## src/rtl/vpm_pkg.sv

```systemverilog
// Shared types and helpers for the VPM valid/ready pipeline chain.
// Sizing functions let each chain derive its widths from its own parameters.
package vpm_pkg;

    localparam int VPM_MAX_DEPTH  = 16;
    localparam int VPM_DATA_WIDTH = 8;
    localparam int VPM_CTRL_WIDTH = 1;

    function automatic int vpm_payload_width(input int data_width, input int ctrl_width);
        return data_width + ctrl_width;
    endfunction

    localparam int VPM_PAYLOAD_WIDTH = vpm_payload_width(VPM_DATA_WIDTH, VPM_CTRL_WIDTH);

    // Default-width payload; chains with other widths declare the same shape locally.
    typedef struct packed {
        logic [VPM_DATA_WIDTH-1:0] data;
        logic [VPM_CTRL_WIDTH-1:0] ctrl;
    } vpm_payload_t;

    function automatic int vpm_occ_width(input int depth);
        return $clog2(depth + 1);
    endfunction

endpackage

```

## src/rtl/vpm_pipe_stage.sv

```systemverilog
// One valid/ready pipeline stage: a register slot with bubble collapsing and
// flush, or a pure combinational pass-through when BYPASS is set.
module vpm_pipe_stage #(
    parameter int WIDTH  = 9,
    parameter bit BYPASS = 1'b0
) (
    input  logic             clk,
    input  logic             rst,
    input  logic             flush_n,
    input  logic             up_valid,
    output logic             up_ready,
    input  logic [WIDTH-1:0] up_payload,
    output logic             dn_valid,
    input  logic             dn_ready,
    output logic [WIDTH-1:0] dn_payload,
    output logic             valid_next
);

    if (BYPASS) begin : g_bypass
        logic unused_bypass;
        assign unused_bypass = ^{clk, rst, flush_n};

        assign dn_valid   = up_valid;
        assign up_ready   = dn_ready;
        assign dn_payload = up_payload;
        assign valid_next = 1'b0;
    end else begin : g_reg
        logic             valid_q;
        logic [WIDTH-1:0] payload_q;

        // An empty slot always accepts, so bubbles collapse under a stall.
        assign up_ready   = !valid_q || dn_ready;
        assign valid_next = flush_n && (up_ready ? up_valid : valid_q);

        // NOTE: non-blocking assignments make every stage sample pre-edge values,
        // so a word moves exactly one slot per clock.
        always_ff @(posedge clk or posedge rst) begin
            if (rst) begin
                valid_q   <= 1'b0;
                // NOTE: the payload is reset as well so out_data reads 0 until the first word.
                payload_q <= '0;
            end else begin
                valid_q <= valid_next;
                if (up_ready && up_valid) begin
                    payload_q <= up_payload;
                end
            end
        end

        assign dn_valid   = valid_q;
        assign dn_payload = payload_q;
    end

endmodule

```

## src/rtl/vpm_pipe_chain.sv

```systemverilog
// Parametrised DEPTH-stage valid/ready chain carrying data plus a control
// sideband, with per-stage flush/bypass and a registered occupancy count.
module vpm_pipe_chain
    import vpm_pkg::*;
#(
    parameter int               DATA_WIDTH  = 8,
    parameter int               CTRL_WIDTH  = 1,
    parameter int               DEPTH       = 4,
    parameter logic [DEPTH-1:0] BYPASS_MASK = '0
) (
    input  logic                              clk,
    input  logic                              rst,
    input  logic                              in_valid,
    output logic                              in_ready,
    input  logic [DATA_WIDTH-1:0]             in_data,
    input  logic [CTRL_WIDTH-1:0]             in_ctrl,
    output logic                              out_valid,
    input  logic                              out_ready,
    output logic [DATA_WIDTH-1:0]             out_data,
    output logic [CTRL_WIDTH-1:0]             out_ctrl,
    input  logic [DEPTH-1:0]                  flush_n,
    output logic [vpm_occ_width(DEPTH)-1:0]   occupancy
);

    localparam int OCC_W = vpm_occ_width(DEPTH);

    if (DEPTH < 1 || DEPTH > VPM_MAX_DEPTH) begin : g_depth_check
        $error("vpm_pipe_chain: DEPTH must be within 1..16");
    end

    typedef struct packed {
        logic [DATA_WIDTH-1:0] data;
        logic [CTRL_WIDTH-1:0] ctrl;
    } payload_t;

    // Index i is the input side of stage i; index DEPTH is the chain output.
    logic [DEPTH:0]   valid_w;
    logic [DEPTH:0]   ready_w;
    payload_t         payload_w [DEPTH+1];
    logic [DEPTH-1:0] valid_next;
    logic [OCC_W-1:0] occ_next;

    assign valid_w[0]     = in_valid;
    assign payload_w[0]   = '{data: in_data, ctrl: in_ctrl};
    assign in_ready       = ready_w[0];
    assign ready_w[DEPTH] = out_ready;
    assign out_valid      = valid_w[DEPTH];
    assign out_data       = payload_w[DEPTH].data;
    assign out_ctrl       = payload_w[DEPTH].ctrl;

    for (genvar i = 0; i < DEPTH; i++) begin : g_stage
        vpm_pipe_stage #(
            .WIDTH  ($bits(payload_t)),
            .BYPASS (BYPASS_MASK[i])
        ) u_stage (
            .clk        (clk),
            .rst        (rst),
            .flush_n    (flush_n[i]),
            .up_valid   (valid_w[i]),
            .up_ready   (ready_w[i]),
            .up_payload (payload_w[i]),
            .dn_valid   (valid_w[i+1]),
            .dn_ready   (ready_w[i+1]),
            .dn_payload (payload_w[i+1]),
            .valid_next (valid_next[i])
        );
    end

    // Counting next-state valids keeps the registered count in step with the slots.
    always_comb begin
        // NOTE: default assignment first so this block can never infer a latch.
        occ_next = '0;
        for (int i = 0; i < DEPTH; i++) begin
            occ_next = occ_next + OCC_W'(valid_next[i]);
        end
    end

    always_ff @(posedge clk or posedge rst) begin
        if (rst) begin
            occupancy <= '0;
        end else begin
            occupancy <= occ_next;
        end
    end

endmodule
```

## config.mk

```make
export PLATFORM = sky130hd
export DESIGN_NAME = vpm_pipe_chain
export DESIGN_NICKNAME = d
export VERILOG_FILES = /design/src/rtl/vpm_pkg.sv /design/src/rtl/vpm_pipe_stage.sv /design/src/rtl/vpm_pipe_chain.sv
export SDC_FILE = /design/constraint.sdc
export NUM_CORES = 1
export LEC_CHECK = 0
export BUFFER_PORTS_ARGS = -buffer_cell sky130_fd_sc_hd__buf_4
export CAP_MARGIN = 15
export CORE_UTILIZATION = 45
export CTS_BUF_LIST = sky130_fd_sc_hd__clkbuf_8
export DETAILED_ROUTE_END_ITERATION = 8
export HOLD_SLACK_MARGIN = 0.1
export PLACE_DENSITY = 0.73
export SYNTH_ARGS = -nofsm -noshare
export SYNTH_HDL_FRONTEND = slang
export SYNTH_SLANG_ARGS = --single-unit
```

## constraint.sdc

```tcl
create_clock -name clk -period 2.6 [get_ports clk]
set_input_delay 0.13 -clock clk [delete_from_list [all_inputs] [get_ports clk]]
set_output_delay 0.13 -clock clk [all_outputs]
set_load 0.005 [all_outputs]
```

* After elaboration in Yosys (flattened, before gate mapping)
Cells that the tools add are included.
** Word-level totals
- Register bits after elaboration :: 43
- Input port bits :: 17
- Output and inout bits :: 14
- Logic and storage cells :: 32
** Cells by class
- Add/subtract/negate cells :: 3
- Mux-type cells :: 4
- Reduce and logical (&&, ||, !) cells :: 16
** Operators by type and width (count)
- logical AND 1 bit :: 8
- logical NOT 1 bit :: 4
- logical OR 1 bit :: 4
- two-way mux 1 bit :: 4
- adder 2 x 1 -> 3 bit :: 1
- adder 3 x 1 -> 3 bit :: 1
- adder 1 x 1 -> 2 bit :: 1

* Longest topological paths before layout
Gate-level depths: netlist of the first run.
- Word-level depth :: 10
- Depth in mapped cells :: 7
- Mapped depth without buffers :: 7

* Cells and area by module
Synthesis of the first run repeated with hierarchy kept, for this count alone.
** Unflattened totals
- Cells, all modules :: 108
- Area, all modules :: 1844.3 um2
** By module, submodules not included
- vpm_pipe_stage :: instances 4, cells each 24, area each 425.4 um2, seq. area each 250.2 um2
- vpm_pipe_chain :: instances 1, cells each 12, area each 142.6 um2, seq. area each 75.1 um2

* Least setup slack after synthesis of the first run
OpenSTA, ideal clock, no wires.
- Path kind :: register -> register
- Start point :: reg g_stage[1].u_stage.g_reg.valid_q
- End point :: reg occupancy[1]
- Library setup time :: 126 ps
- Arrival :: 1841 ps
- Data required time :: 2474 ps
- Path slack :: 633 ps
- Stages on the path, launching flop included :: 8
- Path buffers :: 0
- Clock period less this slack :: 1967 ps
- Cells stage by stage :: dfrtp_1 nand4b_4 nor2_1 o21ai_0 fa_1 inv_1 ha_1 ha_1
** Between the ends
- Longest elaborated chain between the ends :: 8
- Elaborated cells between the ends (all ways) :: 12
- Those cells by class :: add/sub: 3; mux: 3; reduce/logical: 6
** Ends and longest elaborated chain
- start: declaration :: line vpm_pipe_stage.sv:28 : logic valid_q;
- start signal: assignment :: line vpm_pipe_stage.sv:43 : valid_q <= valid_next;
- logical NOT 1 bit :: line vpm_pipe_stage.sv:32 : assign up_ready = !valid_q || dn_ready;
- logical OR 1 bit (2 in series) :: line vpm_pipe_stage.sv:32
- two-way mux 1 bit :: line vpm_pipe_stage.sv:33 : assign valid_next = flush_n && (up_ready ? up_valid : valid_q);
- logical AND 1 bit :: line vpm_pipe_stage.sv:33
- adder 1 x 1 -> 2 bit :: line vpm_pipe_chain.sv:74 : occ_next = occ_next + OCC_W'(valid_next[i]);
- adder 2 x 1 -> 3 bit (*) :: line vpm_pipe_chain.sv:74
- adder 3 x 1 -> 3 bit (*) :: line vpm_pipe_chain.sv:74
- via occ_next[1] :: line vpm_pipe_chain.sv:41 : logic [OCC_W-1:0] occ_next;
- end signal: assignment :: line vpm_pipe_chain.sv:82 : occupancy <= occ_next;
- end: declaration :: line vpm_pipe_chain.sv:22 : output logic [vpm_occ_width(DEPTH)-1:0] occupancy
The timed path passes the listed nets; every way through them passes the cells marked *.
A chain may end at the register's enable or synchronous reset.

* Worst setup path after layout of the first run
- Start point :: reg g_stage[2].u_stage.g_reg.valid_q
- End point :: reg occupancy[1]
** Between the ends
- Longest elaborated chain between the ends :: 9
- Elaborated cells between the ends (all ways) :: 15
- Those cells by class :: add/sub: 3; mux: 4; reduce/logical: 8
** Ends and longest elaborated chain (line)
- start: declaration :: vpm_pipe_stage.sv:28
- start signal: assignment :: vpm_pipe_stage.sv:43
- logical NOT 1 bit :: vpm_pipe_stage.sv:32
- logical OR 1 bit (3 in series) :: vpm_pipe_stage.sv:32
- two-way mux 1 bit :: vpm_pipe_stage.sv:33
- logical AND 1 bit :: vpm_pipe_stage.sv:33
- adder 1 x 1 -> 2 bit :: vpm_pipe_chain.sv:74
- adder 2 x 1 -> 3 bit :: vpm_pipe_chain.sv:74
- adder 3 x 1 -> 3 bit (*) :: vpm_pipe_chain.sv:74
- via occ_next[1] :: vpm_pipe_chain.sv:41
Marked as above.

==> results of run 1 <==
[stage by stage]
step                power (mW)  utilization [%]
floorplan                 1.07                -
global placement          1.22             57.0
detailed placement        1.24             57.0
CTS                       1.66             63.0
global route              1.74             63.0
finish                    1.64             63.0
[critical path: cells and delay by family (launching register included)]
family	cells	cell delay, ns
AOI/OAI and AO/OA	1	0.16
and+or+nand+nor	2	0.37
DFF	1	0.45
adders and majority gates	3	0.99
buffers and inverters	1	0.05
[state kept, by name (all words and copies together), names as in the netlist]
name,count
g_stage.u_stage.dn_valid,4
g_stage.u_stage.dn_payload,36
occupancy,3
[cell usage after synthesis]
library cell and number:
nor2b_1 2, nand2_2 1, inv_1 7, o21ai_4 2
buf_4 1, o21ai_0 2, nand4b_4 1, dfrtp_1 43
nand2b_1 1, a21oi_1 1, nand2_1 1, nor2_1 1
ha_1 2, o21a_1 1, mux2_2 36, a21boi_0 1
fa_1 1
[power groups by stage]
stage	Combinational [mW]	Clock (mW)	Sequential, mW
after floorplan	0.164	0	0.902
after global routing	0.356	0.457	0.925
after global placement	0.305	0	0.910
final	0.325	0.414	0.903
after detailed placement	0.317	0	0.920
after CTS	0.332	0.426	0.905
[cells in the final DEF (no fill, tap or decap), drive strengths merged]
master and count:
nand4b 1, inv 7, mux2 36, o21a 1, dfrtp 43, ha 2
dlygate4sd3 12, nand2 2, nor2b 2, a21oi 1, fa 1, clkbuf 6
clkinv 1, o21ai 4, buf 31, nand2b 1, a21boi 1, nor2 1
[cell type report]
cell class / count / share of cell area [%]
flip-flops and latches: 43 / 49.6
multi-input cells: 53 / 26.2
repair buffers: 43 / 16.3
clock buffers: 6 / 3.81
well taps: 46 / 2.65
inverters: 7 / 1.21
clock inverters: 1 / 0.231
[logic make-up (layout without fill, tap and decap cells)]
family | count (synthesis) | after routing | share of synthesized area (%)
adder cells (fa/ha/maj) | 3 | 3 | 2.68
buffers and inverters | 8 | 57 | 2.01
AND/OR/NAND/NOR | 7 | 7 | 3.35
flip-flops | 43 | 43 | 64.1
multiplexers | 36 | 36 | 24.1
AO/OA/AOI/OAI | 7 | 7 | 3.73
[worst max path at each step]
stage,to,from,slack [ns]
4_1_cts,occupancy[1],g_stage[1].u_stage.dn_valid,0.46
2_1_floorplan,occupancy[1],g_stage[1].u_stage.dn_valid,0.63
3_3_place_gp,occupancy[1],g_stage[1].u_stage.dn_valid,0.58
6_report,occupancy[1],g_stage[2].u_stage.dn_valid,0.46
5_1_grt,occupancy[1],g_stage[1].u_stage.dn_valid,0.31
3_5_place_dp,occupancy[1],g_stage[1].u_stage.dn_valid,0.47
[layer usage]
layer	GRT usage [%]	vias up
met5	0	-
met1	19.9	466
met3	3.80	5
li1	-	453
met4	7.85	0
met2	25.7	24
[timing repair]
action | in CTS | in global routing
hold buffers | 12 | 0
resized for setup | 0 | 0
endpoints found under the hold margin | 29 | 0
==> flow_metrics.py, run 1 <==
metrics = {
    "outcome": {
        "outcome": "finished clean",
    },
    "cells_and_area": {
        "regArea_sq_um": 1080,
        "fin_cells": 199,
        "n_fill_cell": 272,
        "diodes": 0,
        "area_growth_pct": 29.2,
        "final_cell_area_sq_um": 2170,
        "fin_nets": 173,
        "drive_gt1_share_pct": 51.0,
        "multi_input_area_sq_um": 569,
    },
    "drt": {
        "routed_via_density": 4.76,
        "wl_met1_mm": 1.17,
        "route.vias.total": 948,
        "drt-total-wl_mm": 2.57,
        "first_pass_iters": 5,
        "routedWlPerCell_um": 12.9,
        "drcViolationCount": 0,
        "drtIter0Drc": 17,
        "wl_met2_mm": 1.27,
        "ant_nets": 0,
        "top_layer_used": "met4",
        "met3WireLength_um": 89,
    },
    "logic_synthesis": {
        "syn-cell-area_sq_um": 1680,
        "ys_ff_latch": 43,
        "ys_types": 17,
        "yosysSeqAreaShare_pct": 64.1,
        "synth_top_cell_by_area": "dfrtp_1",
        "synthDominantCellAreaShare_pct": 64.1,
        "synth_area_leaders": "dfrtp_1, mux2_2, o21ai_4",
        "avgSynthCellArea_sq_um": 16.1,
        "synth_cells": 104,
        "syn-num-nets": 124,
        "ys_warn_count": 0,
    },
    "critical_path": {
        "reg2reg_depth": 7,
        "critical_path_class": "reg2reg",
        "worstPathRequired_ns": 2.77,
        "r2r_end": "occupancy[1]",
        "cp_data_arrival_time_ns": 2.31,
        "rrSetupSlack_ns": 0.46,
        "critPathSlowestCell": "fa_1",
        "slowest_delay_ns": 0.56,
        "cp-start-kind": "flip-flop",
        "crit_path_end_kind": "flip-flop",
        "regToRegStartpoint": "g_stage[2].u_stage.dn_valid",
        "worstPathCellList": "nand4b_4 -> nor2_1 -> o21ai_0 -> fa_1 -> inv_1 -> ha_1 -> ha_1",
        "path_max_fanout": 5,
        "crit_top_cell": "ha_1",
    },
    "cts": {
        "post_cts_buffers": 0,
        "htreeDepth": 2,
        "cts_tree": "yes",
        "cts.clk_slew.worst_paths_ns": 0.07,
        "cts_inserted_buffers": 5,
        "clk_latency_ns": 0.29,
        "clockBufferDepth": 2,
        "ctsRootBufferMaster": "clkbuf_8",
        "cts.sinks": 43,
    },
    "grt": {
        "grt_pass1_vias": 1025,
        "grt_max_degree": 25,
        "antenna_found_initial": 0,
        "grt_pass1_wl_mm": 4.77,
        "overflow": 0,
        "track_usage_pct": 15.9,
    },
    "die": {
        "num_io_pins": 31,
        "coreArea_sq_um": 3440,
        "die_height_um": 63.1,
        "num_rows": 21,
        "initial_core_util_pct": 48.8,
        "dieArea_sq_um": 3980,
        "dieWidth_um": 63.1,
    },
    "sta": {
        "max_freq_mhz": 468,
        "hold_violations": 0,
        "setup_slack_ns": 0.464,
        "min_period_over_period_pct": 82.2,
        "fin_skew_ns": 0.00624,
        "rsz0062_at_grt": "no",
        "setup_violations": 0,
        "worstMarginPinSlew_ns": 0.714,
        "max_slew_margin_pct": 52.4,
        "slew_violations": 0,
        "finalSetupTns_ns": 0,
        "hold_ws_ns": 0.134,
        "min_period_ns": 2.14,
    },
    "min_path": {
        "min_from": "flush_n[1]",
        "whs_endpoint": "g_stage[1].u_stage.dn_valid",
        "hold_path_depth": 2,
        "hp-class": "in2reg",
    },
    "place": {
        "placed_area_sq_um": 1960,
        "port_buffers": 30,
        "dp_slack_ns": 0.474,
        "hpwl_mm": 1.94,
        "post-place-cells": 180,
        "gp_congestion": 0.730,
    },
    "power": {
        "netSwitchingPower_mw": 0.382,
        "internal_power_mw": 1.26,
        "power.density_nw_per_um2": 757,
        "p_seq_share_pct": 55.0,
        "p_clk_share_pct": 25.2,
        "comb_power_share_pct": 19.8,
        "leakage_nw": 1.04,
        "swShare_pct": 23.3,
        "ir_drop_v": 0.000368,
    },
    "flow_run": {
        "maxCapViolCount": 0,
    },
}
No activity file was read; power rests on OpenSTA's default activity.
==> run 2, diff against run 1 <==
==> constraint.sdc (replaced) <==
create_clock -name clk -period 2 [get_ports clk]
set_input_delay 0.1 -clock clk [delete_from_list [all_inputs] [get_ports clk]]
set_output_delay 0.1 -clock clk [all_outputs]
set_load 0.005 [all_outputs]
==> run 2 against run 1 <==
- via count rose by 6.2%
- worst setup slack got worse by 0.39 ns
- combinational power rose by 33%
- register-to-register slack got worse by 0.39 ns
- largest cell class unchanged
- utilization rose by 2.0 points
- fmax rose by 11%
- first-iteration DRC count rose by 120%
- hold slack got worse by 0.0094 ns
- critical path depth did not move
- sequential power rose by 30%
- count of clock-buffer cells in the layout fell by 1
==> flow_metrics.py, run 2 (same netlist as run 1, synthesis figures left out) <==
metrics = {
    "outcome": {
        "outcome": "finished clean",
    },
    "critical_path": {
        "cp_data_arrival_time_ns": 2.10,
        "regToRegStartpoint": "g_stage[2].u_stage.dn_valid",
        "cp-start-kind": "flip-flop",
        "worstPathRequired_ns": 2.17,
        "critical_path_class": "reg2reg",
        "critPathLaunch": "g_stage[2].u_stage.dn_valid",
        "crit_path_end_kind": "flip-flop",
        "path_max_fanout": 3,
    },
    "sta": {
        "fin_skew_ns": 0.00406,
        "max_slew_margin_pct": 65.1,
        "setup_slack_ns": 0.0766,
        "min_period_over_period_pct": 96.2,
        "hold_violations": 0,
        "setup_violations": 0,
        "min_period_ns": 1.92,
        "hold_ws_ns": 0.125,
        "slew_violations": 0,
        "worstMarginPinSlew_ns": 0.523,
        "max_freq_mhz": 520,
    },
    "drt": {
        "drtIter0Drc": 38,
        "routed_via_density": 4.84,
        "drt-total-wl_mm": 2.67,
        "ant_nets": 0,
        "drcViolationCount": 0,
        "first_pass_iters": 3,
        "routedWlPerCell_um": 12.8,
        "route.vias.total": 1007,
    },
    "die": {
        "num_rows": 21,
        "num_io_pins": 31,
        "dieWidth_um": 63.1,
        "die_height_um": 63.1,
        "dieArea_sq_um": 3980,
        "coreArea_sq_um": 3440,
        "initial_core_util_pct": 48.8,
    },
    "grt": {
        "grt_pass1_vias": 1042,
        "track_usage_pct": 15.9,
        "grt_max_degree": 44,
        "overflow": 0,
        "grt_pass1_wl_mm": 4.70,
        "antenna_found_initial": 0,
    },
    "cells_and_area": {
        "diodes": 0,
        "final_cell_mix": "dfrtp_1, buf_4, mux2_2",
        "fin_nets": 181,
        "area_growth_pct": 33.4,
        "final_cell_area_sq_um": 2240,
        "layout_commonest_cell": "dfrtp_1",
        "drive_gt1_share_pct": 52.5,
        "largest_reg_flops": 36,
    },
    "cts": {
        "ctsRootBufferMaster": "clkbuf_8",
        "cts.sinks": 43,
        "clk_latency_ns": 0.29,
        "cts_tree": "yes",
        "cts.clk_slew.worst_paths_ns": 0.08,
        "cts_inserted_buffers": 5,
        "htreeDepth": 2,
        "clockBufferDepth": 2,
    },
    "place": {
        "placed_area_sq_um": 1990,
        "dp_slack_ns": 0.0108,
        "hpwl_mm": 1.90,
        "port_buffers": 30,
        "gp_congestion": 0.708,
    },
    "min_path": {
        "hp-class": "in2reg",
        "min_from": "flush_n[3]",
    },
    "power": {
        "ir_drop_v": 0.000416,
        "power.density_nw_per_um2": 943,
        "finalPower_mw": 2.11,
        "leakage_nw": 1.09,
    },
    "flow_run": {
        "maxCapViolCount": 0,
    },
}
run 2: cell count changes in the layout (fill, tap and decap cells not counted):
cell,before,now
a21boi_0,1,0
nor2_1,1,0
clkbuf_8,6,5
a21boi_2,0,1
o21ai_0,2,1
o21ai_1,0,1
inv_1,7,9
dlygate4sd3_1,12,14
nor2_4,0,1
buf_4,31,37
run 2: through the flow:
stage | utilization [%] | setup TNS, ns | cells
2_1_floorplan | - | 0 | 104
3_3_place_gp | 57.9 | 0 | 184
3_5_place_dp | 57.9 | 0 | 184
4_1_cts | 64.3 | 0 | 206
5_1_grt | 65.1 | -0.0135 | 208
6_report | 65.1 | 0 | 208
run 2: final cells by class:
type | instances | area, sq um
clock inverter | 3 | 12.5
tap | 46 | 57.6
inverter | 7 | 26.3
timing repair buffer | 51 | 418
fill | 265 | 1200
multi-input combinational | 53 | 581
clock buffer | 5 | 68.8
sequential | 43 | 1080
run 2: routing by layer:
metal,up-vias,part of all wire (%),GRT usage (%)
met2,21,51,24.7
met3,7,3.1,3.99
met1,506,43,19.2
met4,0,3.3,11.3
li1,473,-,-
met5,-,0,0
run 2: path summary, 6_finish.rpt:
path,endpoint,slack [ns],depth (start not counted)
worst max-delay path,occupancy[1],0.08,7
worst min-delay path,g_stage[3].u_stage.dn_valid,0.13,3
worst max register to register,occupancy[1],0.08,7
worst min register to register,g_stage[2].u_stage.dn_payload[7],0.51,1
max in group asynchronous,g_stage[0].u_stage.dn_payload[5],1.15,4
min in group asynchronous,g_stage[3].u_stage.dn_payload[8],0.50,4
run 2: repair_timing:
action,in CTS,in global routing
gates cloned,0,0
resized for setup,1,4
pin swaps,0,1
setup buffers,0,2
hold buffers,14,0
endpoints found under the setup margin,1,2
hold endpoints to repair,55,0
run 2: critical path, stage by stage, from the launching register on:
cell,delay [ns]
dfrtp_1,0.40
nand4b_4,0.15
nor2_4,0.12
o21ai_1,0.09
fa_1,0.55
inv_1,0.04
ha_1,0.17
ha_1,0.28
run 2: where the power goes:
| group | internal (mW) | leakage, nW | switching [mW] |
|---|---|---|---|
| logic | 0.301 | 0.514 | 0.129 |
| registers | 1.07 | 0.523 | 0.102 |
| clock network | 0.235 | 0.0505 | 0.272 |
